==> src/rtl/lemmings_pkg.sv <==
// Shared state encoding and default sizing for the parametrised Lemmings core.
package lemmings_pkg;

  typedef enum logic [2:0] {
    WALK_L = 3'd0,
    WALK_R = 3'd1,
    FALL_L = 3'd2,
    DIG_L  = 3'd3,
    FALL_R = 3'd4,
    DIG_R  = 3'd5,
    SPLAT  = 3'd6
  } state_t;

  localparam int SPLAT_LIMIT_DEF = 20;
  localparam int CNT_W_DEF       = 5;

  function automatic logic is_fall(input state_t s);
    return (s == FALL_L) || (s == FALL_R);
  endfunction

endpackage

==> src/rtl/lemmings_fall_ctr.sv <==
// Saturating fall-duration counter; flags when the count has reached LIMIT.
module lemmings_fall_ctr #(
  parameter int CNT_W = 5,
  parameter int LIMIT = 20
) (
  input  logic             clk,
  input  logic             reset,
  input  logic             clear,
  input  logic             inc,
  output logic [CNT_W-1:0] count,
  output logic             limit_reached
);

  localparam logic [CNT_W-1:0] CNT_MAX = '1;

  logic [CNT_W-1:0] r_count;

  // Holds at CNT_MAX rather than wrapping, so a long fall keeps reporting the limit.
  always_ff @(posedge clk) begin
    if (reset || clear) begin
      r_count <= '0;
    end else if (inc && (r_count != CNT_MAX)) begin
      r_count <= r_count + 1'b1;
    end
  end

  assign count         = r_count;
  assign limit_reached = (int'(r_count) >= LIMIT);

endmodule

==> src/rtl/lemmings4_param.sv <==
// Lemmings walker/digger/faller FSM with fall counter and terminal SPLAT state.
module lemmings4_param
  import lemmings_pkg::*;
#(
  parameter int SPLAT_LIMIT = SPLAT_LIMIT_DEF,
  parameter int CNT_W       = CNT_W_DEF
) (
  input  logic             clk,
  input  logic             reset,
  input  logic             bump_left,
  input  logic             bump_right,
  input  logic             ground,
  input  logic             dig,
  input  logic             revive,
  output logic             walk_left,
  output logic             walk_right,
  output logic             aaah,
  output logic             digging,
  output logic             splat,
  output logic [CNT_W-1:0] fall_cnt
);

  if ((2 ** CNT_W) - 1 < SPLAT_LIMIT) begin : g_cnt_w_too_small
    $error("lemmings4_param: CNT_W=%0d cannot represent SPLAT_LIMIT=%0d", CNT_W, SPLAT_LIMIT);
  end

  state_t r_state;
  state_t w_next;
  logic   w_limit;
  logic   w_clear;
  logic   w_inc;

  always_ff @(posedge clk) begin
    if (reset) r_state <= WALK_L;
    else       r_state <= w_next;
  end

  always_comb begin
    w_next = r_state;
    case (r_state)
      WALK_L: begin
        if (!ground)        w_next = FALL_L;
        else if (dig)       w_next = DIG_L;
        else if (bump_left) w_next = WALK_R;
      end
      WALK_R: begin
        if (!ground)         w_next = FALL_R;
        else if (dig)        w_next = DIG_R;
        else if (bump_right) w_next = WALK_L;
      end
      DIG_L:  if (!ground) w_next = FALL_L;
      DIG_R:  if (!ground) w_next = FALL_R;
      // Landing with count >= limit means more than SPLAT_LIMIT aaah cycles elapsed.
      FALL_L: if (ground) w_next = w_limit ? SPLAT : WALK_L;
      FALL_R: if (ground) w_next = w_limit ? SPLAT : WALK_R;
      SPLAT:  if (revive) w_next = WALK_L;
      default: w_next = WALK_L;
    endcase
  end

  assign w_clear = !is_fall(w_next);
  assign w_inc   = is_fall(r_state) && !ground;

  lemmings_fall_ctr #(
    .CNT_W(CNT_W),
    .LIMIT(SPLAT_LIMIT)
  ) u_fall_ctr (
    .clk          (clk),
    .reset        (reset),
    .clear        (w_clear),
    .inc          (w_inc),
    .count        (fall_cnt),
    .limit_reached(w_limit)
  );

  assign walk_left  = (r_state == WALK_L);
  assign walk_right = (r_state == WALK_R);
  assign aaah       = is_fall(r_state);
  assign digging    = (r_state == DIG_L) || (r_state == DIG_R);
  assign splat      = (r_state == SPLAT);

endmodule

==> config.mk <==
export PLATFORM = sky130hd
export DESIGN_NAME = lemmings4_param
export DESIGN_NICKNAME = d
export VERILOG_FILES = /design/src/rtl/lemmings_pkg.sv /design/src/rtl/lemmings_fall_ctr.sv /design/src/rtl/lemmings4_param.sv
export SDC_FILE = /design/constraint.sdc
export NUM_CORES = 1
export LEC_CHECK = 0
export ABC_AREA = 1
export CAP_MARGIN = 20
export CORE_MARGIN = 2
export CORE_UTILIZATION = 45
export DETAILED_ROUTE_END_ITERATION = 10
export PLACE_DENSITY = 0.74
export SLEW_MARGIN = 10
export SYNTH_ARGS = -nofsm -noshare
export SYNTH_HDL_FRONTEND = slang
export SYNTH_SLANG_ARGS = --single-unit
==> constraint.sdc <==
create_clock -name clk -period 2.1 [get_ports clk]
set_input_delay 0.315 -clock clk [delete_from_list [all_inputs] [get_ports clk]]
set_output_delay 0.315 -clock clk [all_outputs]
set_load 0.1 [all_outputs]
==> impl_metrics.prom, run 1 <==
# TYPE chip_impl_metric gauge
chip_impl_metric{name="post_dp_cell_area",unit="um2"} 924.6
chip_impl_info{name="startpoint_type",value="register"} 1
chip_impl_metric{name="leakagePower",unit="nW"} 0.4108
chip_impl_metric{name="totalNegativeSetupSlack",unit="ps"} 0
chip_impl_metric{name="dieArea",unit="mm2"} 0.001907
chip_impl_metric{name="fillCellCount",unit=""} 118
chip_impl_metric{name="final_cell_count_no_fill",unit=""} 137
chip_impl_metric{name="detailed_place_hpwl",unit="mm"} 1.179
chip_impl_metric{name="placer_congestion_estimate",unit=""} 0.7896
chip_impl_metric{name="core-area",unit="mm2"} 0.001489
chip_impl_metric{name="setup_violations",unit=""} 0
chip_impl_info{name="run_status",value="complete, no violations"} 1
chip_impl_info{name="crit_slowest_cell",value="dfxtp_1"} 1
chip_impl_metric{name="ys_ff_latch",unit=""} 8
chip_impl_metric{name="grt_util_all_layers",unit="%"} 17.71
chip_impl_metric{name="placement.io_buffers",unit=""} 16
chip_impl_metric{name="antenna_violating_nets_post_route",unit=""} 0
chip_impl_metric{name="finalHoldWorstSlack",unit="ps"} 587.4
chip_impl_info{name="synth_top_cell_by_area",value="dfxtp_1"} 1
chip_impl_metric{name="ratio_of_cells_with_drive_above_1_in_the_final_layout",unit="%"} 33.88
chip_impl_metric{name="timing.clock.skew",unit="ps"} 3.290
chip_impl_metric{name="place_inst",unit=""} 134
chip_impl_info{name="timing.critical_path.cells",value="inv_1 > nor3_2 > buf_12"} 1
chip_impl_metric{name="tightest_slew",unit="ps"} 324.7
chip_impl_metric{name="grt_first_pass_wirelength",unit="mm"} 2.573
chip_impl_metric{name="worst_skew_pair.late_latency",unit="ps"} 250
chip_impl_metric{name="boundaryPins",unit=""} 17
chip_impl_metric{name="first_iter_violations",unit=""} 17
chip_impl_metric{name="yosysWarnings",unit=""} 0
chip_impl_metric{name="total_power",unit="mW"} 0.6382
chip_impl_info{name="hold_path_class",value="reg -> reg"} 1
chip_impl_metric{name="first_global_vias",unit=""} 600
chip_impl_metric{name="period_share",unit="%"} 79.22
chip_impl_metric{name="detail_route.vias_per_cell",unit=""} 4.752
chip_impl_metric{name="crit_arrival",unit="ps"} 1350
chip_impl_metric{name="finalHoldViolations",unit=""} 0
chip_impl_metric{name="postLayoutCellArea",unit="um2"} 947.2
chip_impl_metric{name="crit_fanout",unit=""} 8
chip_impl_metric{name="grt_max_degree",unit=""} 10
chip_impl_metric{name="synth_cells",unit=""} 103
chip_impl_metric{name="via_count",unit=""} 651
chip_impl_metric{name="post_cts.resized_instances",unit=""} 0
chip_impl_metric{name="vdd_drop_max",unit="mV"} 0.4353
chip_impl_metric{name="synth_area",unit="um2"} 708.2
chip_impl_metric{name="final_net_count",unit=""} 133
chip_impl_metric{name="timing.final.max_slew_violations",unit=""} 0
chip_impl_info{name="layout_common_cells",value="20 x inv_1, 20 x nand2_1, 6 x nor3_2, 6 x clkdlybuf4s50_1, 6 x dfxtp_1"} 1
chip_impl_metric{name="tritoncts_num_sinks",unit=""} 8
chip_impl_metric{name="worst_setup_hold_path_clk_slew",unit="ps"} 50
chip_impl_metric{name="post_cts_buffers",unit=""} 0
chip_impl_metric{name="synth_top_area_share",unit="%"} 22.61
chip_impl_metric{name="timing.max_slew.rel_slack",unit="%"} 78.32
chip_impl_metric{name="cts_buffers",unit=""} 3
chip_impl_info{name="worstSetupPathType",value="reg -> out"} 1
chip_impl_info{name="cts_tree",value="done"} 1
chip_impl_metric{name="cp_data_required_time",unit="ps"} 1780
chip_impl_metric{name="num_antenna_cells",unit=""} 0
chip_impl_info{name="crit_path_end_kind",value="output port"} 1
chip_impl_metric{name="antenna_violations_before_repair",unit=""} 0
chip_impl_metric{name="final_critical_path_setup_slack",unit="ps"} 436.3
chip_impl_info{name="cts_root_buf",value="clkbuf_4"} 1
chip_impl_metric{name="row_count",unit=""} 14
chip_impl_metric{name="cts.htree.levels",unit=""} 1
chip_impl_info{name="setup_repair_after_global_routing_missed_its_margin",value="no"} 1
chip_impl_metric{name="drt_pass1_iterations",unit=""} 4
chip_impl_metric{name="drt-total-wl",unit="mm"} 1.434
chip_impl_metric{name="count_of_hold_buffers_inserted_by_post_cts_repair",unit=""} 0
chip_impl_metric{name="power.density",unit="mW/mm2"} 673.8
chip_impl_metric{name="critPathMaxStageDelay",unit="ps"} 510
chip_impl_metric{name="chipWidth",unit="um"} 43.67
chip_impl_metric{name="synth_nets",unit=""} 113
chip_impl_metric{name="fp.dieH",unit="um"} 43.67
chip_impl_metric{name="yosysUniqueCellTypes",unit=""} 23
chip_impl_metric{name="grt_overflow_total",unit=""} 0
chip_impl_metric{name="timing.final.crit_period",unit="ps"} 1664
chip_impl_metric{name="syn_to_final_growth",unit="%"} 33.75
chip_impl_metric{name="start_util",unit="%"} 47.56
chip_impl_metric{name="syn_area_per_cell",unit="um2"} 6.876
chip_impl_metric{name="drv_cap",unit=""} 0
chip_impl_metric{name="seq_area_frac_synth",unit="%"} 22.61
chip_impl_metric{name="pre_cts_ws",unit="ps"} 413.0
chip_impl_metric{name="final_core_utilization",unit="%"} 63.61
chip_impl_info{name="synth.area.top_cells",value="dfxtp_1 23%, inv_1 11%, nand2_1 11%"} 1
chip_impl_metric{name="max_clock_freq",unit="GHz"} 0.6011
chip_impl_metric{name="drc",unit=""} 0
chip_impl_metric{name="cts.path.max_buffers",unit=""} 2
chip_impl_metric{name="post_drt_wl_per_cell",unit="um"} 10.47
[per-layer routing]
metal / vias up / track usage (%) / share of wire, %
met2: 6 / 25.00 / 45
met4: 0 / 7.273 / 0
met5: - / 0 / 0
met1: 290 / 26.74 / 53
li1: 355 / - / -
met3: 0 / 2.500 / 1.9
[logic make-up (layout without fill, tap and decap cells)]
kind of cell | Yosys count | count (layout) | share of synthesized area [%]
adder cells (fa/ha/maj) | 3 | 3 | 5.301
AO/OA/AOI/OAI | 6 | 6 | 4.239
buffers and inverters | 26 | 44 | 14.84
AND/OR/NAND/NOR | 58 | 58 | 50.53
flip-flops | 8 | 8 | 22.61
XOR/XNOR | 2 | 2 | 2.474
[Yosys cell counts (all sizes together)]
library cell / instances
nand3: 11
clkinv: 2
xnor2: 2
buf: 1
nand3b: 1
nand2: 27
and3: 1
ha: 3
nand4: 3
nor2: 9
dfxtp: 8
nor3: 6
a21oi: 1
inv: 23
o21ai: 5
[flip-flops by register name, indices dropped and copies added, names as in the netlist]
register / cells
r_state: 3
u_fall_ctr.count: 5
[where the power goes]
part,total (mW),switching [mW],internal (mW)
Sequential,0.180,0.0196,0.161
Combinational,0.345,0.232,0.113
Clock,0.113,0.0483,0.0651
[worst paths after layout]
| path | from | to | slack, ps | cells after the start |
|---|---|---|---|---|
| worst max-delay path | r_state[1]$_SDFF_PP0_ | splat | 440 | 3 |
| worst min-delay path | u_fall_ctr.count[0]$_SDFFE_PP0P_ | u_fall_ctr.count[0]$_SDFFE_PP0P_ | 590 | 4 |
| worst max register to register | u_fall_ctr.count[0]$_SDFFE_PP0P_ | u_fall_ctr.count[1]$_SDFFE_PP0P_ | 510 | 8 |
| worst min register to register | u_fall_ctr.count[0]$_SDFFE_PP0P_ | u_fall_ctr.count[0]$_SDFFE_PP0P_ | 590 | 4 |
[worst max-delay path: cells and delay by family, from the launching register on]
kind | cells | cell delay, ps
buffers and inverters | 2 | 350
DFF | 1 | 510
and+or+nand+nor | 1 | 250
[final cells by class]
type	count	area [um2]	share of cell area [%]
timing repair buffer	16	197.7	20.87
tap	16	20.02	2.114
inverter	25	93.84	9.908
clock buffer	3	22.52	2.378
sequential	8	162.7	17.17
multi-input combinational	69	450.4	47.56
(Power assumes the default switching activity.)
==> run 2, diff against run 1 <==
- CORE_UTILIZATION: 45 -> 43
- clock period: 2.1 -> 1.45 ns (I/O delays scaled with it)
==> run 2 against run 1 <==
Against the previous run:
- clock skew up 9.6 ps
- flip-flop and latch count unchanged
- combinational power up 78%
- power up 64%
- clock power up 64%
- critical endpoint is now u_fall_ctr.count[3]$_SDFFE_PP0P_
==> impl_metrics.prom, run 2 (synthesis results as in run 1) <==
# TYPE chip_impl_metric gauge
chip_impl_metric{name="drv_cap",unit=""} 0
chip_impl_metric{name="timing.final.max_slew_violations",unit=""} 0
chip_impl_metric{name="crit_arrival",unit="ps"} 1600
chip_impl_metric{name="via_count",unit=""} 743
chip_impl_metric{name="antenna_violating_nets_post_route",unit=""} 0
chip_impl_metric{name="count_of_hold_buffers_inserted_by_post_cts_repair",unit=""} 0
chip_impl_info{name="worstSetupPathType",value="reg -> reg"} 1
chip_impl_metric{name="num_antenna_cells",unit=""} 0
chip_impl_metric{name="postLayoutCellArea",unit="mm2"} 0.001220
chip_impl_metric{name="first_global_vias",unit=""} 725
chip_impl_metric{name="ratio_of_cells_with_drive_above_1_in_the_final_layout",unit="%"} 51.88
chip_impl_metric{name="grt_util_all_layers",unit="%"} 20.27
chip_impl_metric{name="power.density",unit="mW/mm2"} 859.5
chip_impl_metric{name="start_util",unit="%"} 46.47
chip_impl_metric{name="drt_pass1_iterations",unit=""} 4
chip_impl_metric{name="timing.reg2reg.worst_path_depth",unit=""} 8
chip_impl_metric{name="first_iter_violations",unit=""} 3
chip_impl_metric{name="leakagePower",unit="nW"} 0.5062
chip_impl_metric{name="grt_overflow_total",unit=""} 0
chip_impl_metric{name="crit_fanout",unit=""} 5
chip_impl_metric{name="cts.path.max_buffers",unit=""} 2
chip_impl_info{name="hold-path-endpoint",value="r_state[0]$_SDFF_PP0_"} 1
chip_impl_info{name="most_common_cell_after_layout_fill_and_taps_aside",value="nand2_1"} 1
chip_impl_metric{name="whs_path_cells",unit=""} 3
chip_impl_metric{name="total_power",unit="mW"} 1.049
chip_impl_info{name="cts_root_buf",value="clkbuf_4"} 1
chip_impl_metric{name="final_net_count",unit=""} 144
chip_impl_metric{name="dieArea",unit="mm2"} 0.001987
chip_impl_info{name="startpoint_type",value="register"} 1
chip_impl_metric{name="power.switching",unit="mW"} 0.4863
chip_impl_metric{name="intPower",unit="mW"} 0.5623
chip_impl_metric{name="drc",unit=""} 0
chip_impl_metric{name="pwr-share-clk",unit="%"} 17.6
chip_impl_metric{name="timing.max_slew.rel_slack",unit="%"} 83.44
chip_impl_metric{name="setup_violations",unit=""} 0
chip_impl_metric{name="antenna_violations_before_repair",unit=""} 0
chip_impl_info{name="regToRegEndpoint",value="u_fall_ctr.count[3]$_SDFFE_PP0P_"} 1
chip_impl_metric{name="row_count",unit=""} 14
chip_impl_metric{name="grt_first_pass_wirelength",unit="mm"} 2.987
chip_impl_metric{name="detail_route.vias_per_cell",unit=""} 4.987
chip_impl_metric{name="cts_buffers",unit=""} 3
chip_impl_metric{name="period_share",unit="%"} 98.47
chip_impl_metric{name="post_drt_wl_per_cell",unit="um"} 12.09
chip_impl_metric{name="grt_max_degree",unit=""} 9
chip_impl_metric{name="p_sw_share",unit="%"} 46.38
chip_impl_metric{name="placer_congestion_estimate",unit=""} 0.8458
chip_impl_info{name="timing.rr.start",value="u_fall_ctr.count[1]$_SDFFE_PP0P_"} 1
chip_impl_info{name="crit_path_end_kind",value="register"} 1
chip_impl_metric{name="detailed_place_hpwl",unit="mm"} 1.373
chip_impl_metric{name="comb_power_share",unit="%"} 58.6
chip_impl_metric{name="syn_to_final_growth",unit="%"} 72.26
chip_impl_metric{name="finalHoldViolations",unit=""} 0
chip_impl_metric{name="boundaryPins",unit=""} 17
chip_impl_metric{name="cp_data_required_time",unit="ps"} 1620
chip_impl_metric{name="vdd_drop_max",unit="mV"} 0.6865
chip_impl_metric{name="tritoncts_num_sinks",unit=""} 8
chip_impl_metric{name="tightest_slew",unit="ps"} 247.9
chip_impl_metric{name="cts.htree.levels",unit=""} 1
chip_impl_metric{name="largest_register_ffs",unit=""} 5
chip_impl_metric{name="worst_setup_hold_path_clk_slew",unit="ps"} 60
chip_impl_metric{name="timing.reg2reg.setup_slack",unit="ps"} 20
chip_impl_metric{name="timing.clock.skew",unit="ps"} 12.92
chip_impl_metric{name="placement.io_buffers",unit=""} 16
chip_impl_metric{name="timing.final.crit_period",unit="ps"} 1428
chip_impl_info{name="hold_path_class",value="in -> reg"} 1
chip_impl_metric{name="fp.dieH",unit="um"} 44.58
chip_impl_metric{name="core-area",unit="mm2"} 0.001524
chip_impl_metric{name="max_clock_freq",unit="GHz"} 0.7004
chip_impl_metric{name="post_dp_cell_area",unit="mm2"} 0.001119
chip_impl_metric{name="worst_skew_pair.late_latency",unit="ps"} 260
chip_impl_metric{name="chipWidth",unit="um"} 44.58
chip_impl_info{name="hold_path_startpoint",value="ground"} 1
chip_impl_metric{name="drt-total-wl",unit="mm"} 1.801
chip_impl_info{name="run_status",value="complete, no violations"} 1
chip_impl_info{name="cts_tree",value="done"} 1
chip_impl_info{name="layout_common_cells",value="18 x nand2_1, 17 x inv_1, 11 x buf_12, 9 x buf_4, 6 x dfxtp_4"} 1
chip_impl_metric{name="seq_power_share",unit="%"} 23.8
chip_impl_info{name="setup_repair_after_global_routing_missed_its_margin",value="yes"} 1
[run 2: cell count changes in the layout (fill, tap and decap cells not counted), moves of 3 or more]
cell and change:
buf_4 +4, inv_1 -3, dfxtp_1 -6, dfxtp_4 +6, nor2_4 +3, buf_12 +6
[run 2: per-stage QoR]
stage	hold slack (ps)	cells	TNS [ps]	setup slack (ps)	util, %
after global placement	590.6	142	-394.4	-79.17	73.40
after detailed placement	585.1	142	-619.2	-125.4	73.40
after global routing	565.4	149	-104.8	-32.75	80.05
after CTS	568.8	148	0	12.21	78.08
after floorplan	279.2	103	-779.3	-130.3	-
final	522.6	149	0	22.24	80.05
[run 2: layout make-up]
type | count | area [um2]
tap | 16 | 20.02
timing repair buffer | 26 | 350.3
clock buffer | 4 | 26.28
inverter | 25 | 101.3
multi-input combinational | 70 | 536.8
sequential | 8 | 185.2
fill | 100 | 304.0
[run 2: per-layer routing]
metal	global-route usage (%)	wire length, um	vias to the layer above
met5	0	0	-
li1	-	-	384
met2	31.59	860	17
met4	6.667	0	0
met1	28.71	862	342
met3	2.449	78	0
[run 2: power by group through the flow]
| stage | registers, mW | logic, mW | clock network [mW] |
|---|---|---|---|
| 2_1_floorplan | 0.262 | 0.383 | 0 |
| 3_3_place_gp | 0.250 | 0.578 | 0 |
| 3_5_place_dp | 0.251 | 0.586 | 0 |
| 4_1_cts | 0.246 | 0.597 | 0.193 |
| 5_1_grt | 0.251 | 0.654 | 0.202 |
| 6_report | 0.249 | 0.614 | 0.185 |
[run 2: timing repair]
action / CTS / global route
setup endpoints to repair: 7 / 7
gates resized for setup: 7 / 9
pin swaps: 3 / 6
gates cloned: 1 / 0
setup buffers: 1 / 1
[run 2: worst max-delay path by stage]
| stage | end | startpoint | cells past startpoint |
|---|---|---|---|
| final | u_fall_ctr.count[3]$_SDFFE_PP0P_ | u_fall_ctr.count[1]$_SDFFE_PP0P_ | 8 |
| after CTS | u_fall_ctr.count[3]$_SDFFE_PP0P_ | u_fall_ctr.count[2]$_SDFFE_PP0P_ | 8 |
| after detailed placement | u_fall_ctr.count[0]$_SDFFE_PP0P_ | ground | 9 |
| after floorplan | u_fall_ctr.count[4]$_SDFFE_PP0P_ | r_state[1]$_SDFF_PP0_ | 9 |
| after global routing | u_fall_ctr.count[1]$_SDFFE_PP0P_ | u_fall_ctr.count[0]$_SDFFE_PP0P_ | 8 |
| after global placement | u_fall_ctr.count[4]$_SDFFE_PP0P_ | ground | 8 |
[run 2: critical path, stage by stage, from the launching register on]
cell and delay (ps):
dfxtp_4 350, ha_4 160, and3_4 180, ha_4 160, inv_4 70, nand3_4 120, o21ai_1 150, inv_1 60
nor3_2 90
==> run 3, diff against run 2 <==
- CTS_CLUSTER_DIAMETER: unset -> 80
==> results of run 3 <==
The final DEF is identical to that of run 2; final timing and power are the same.
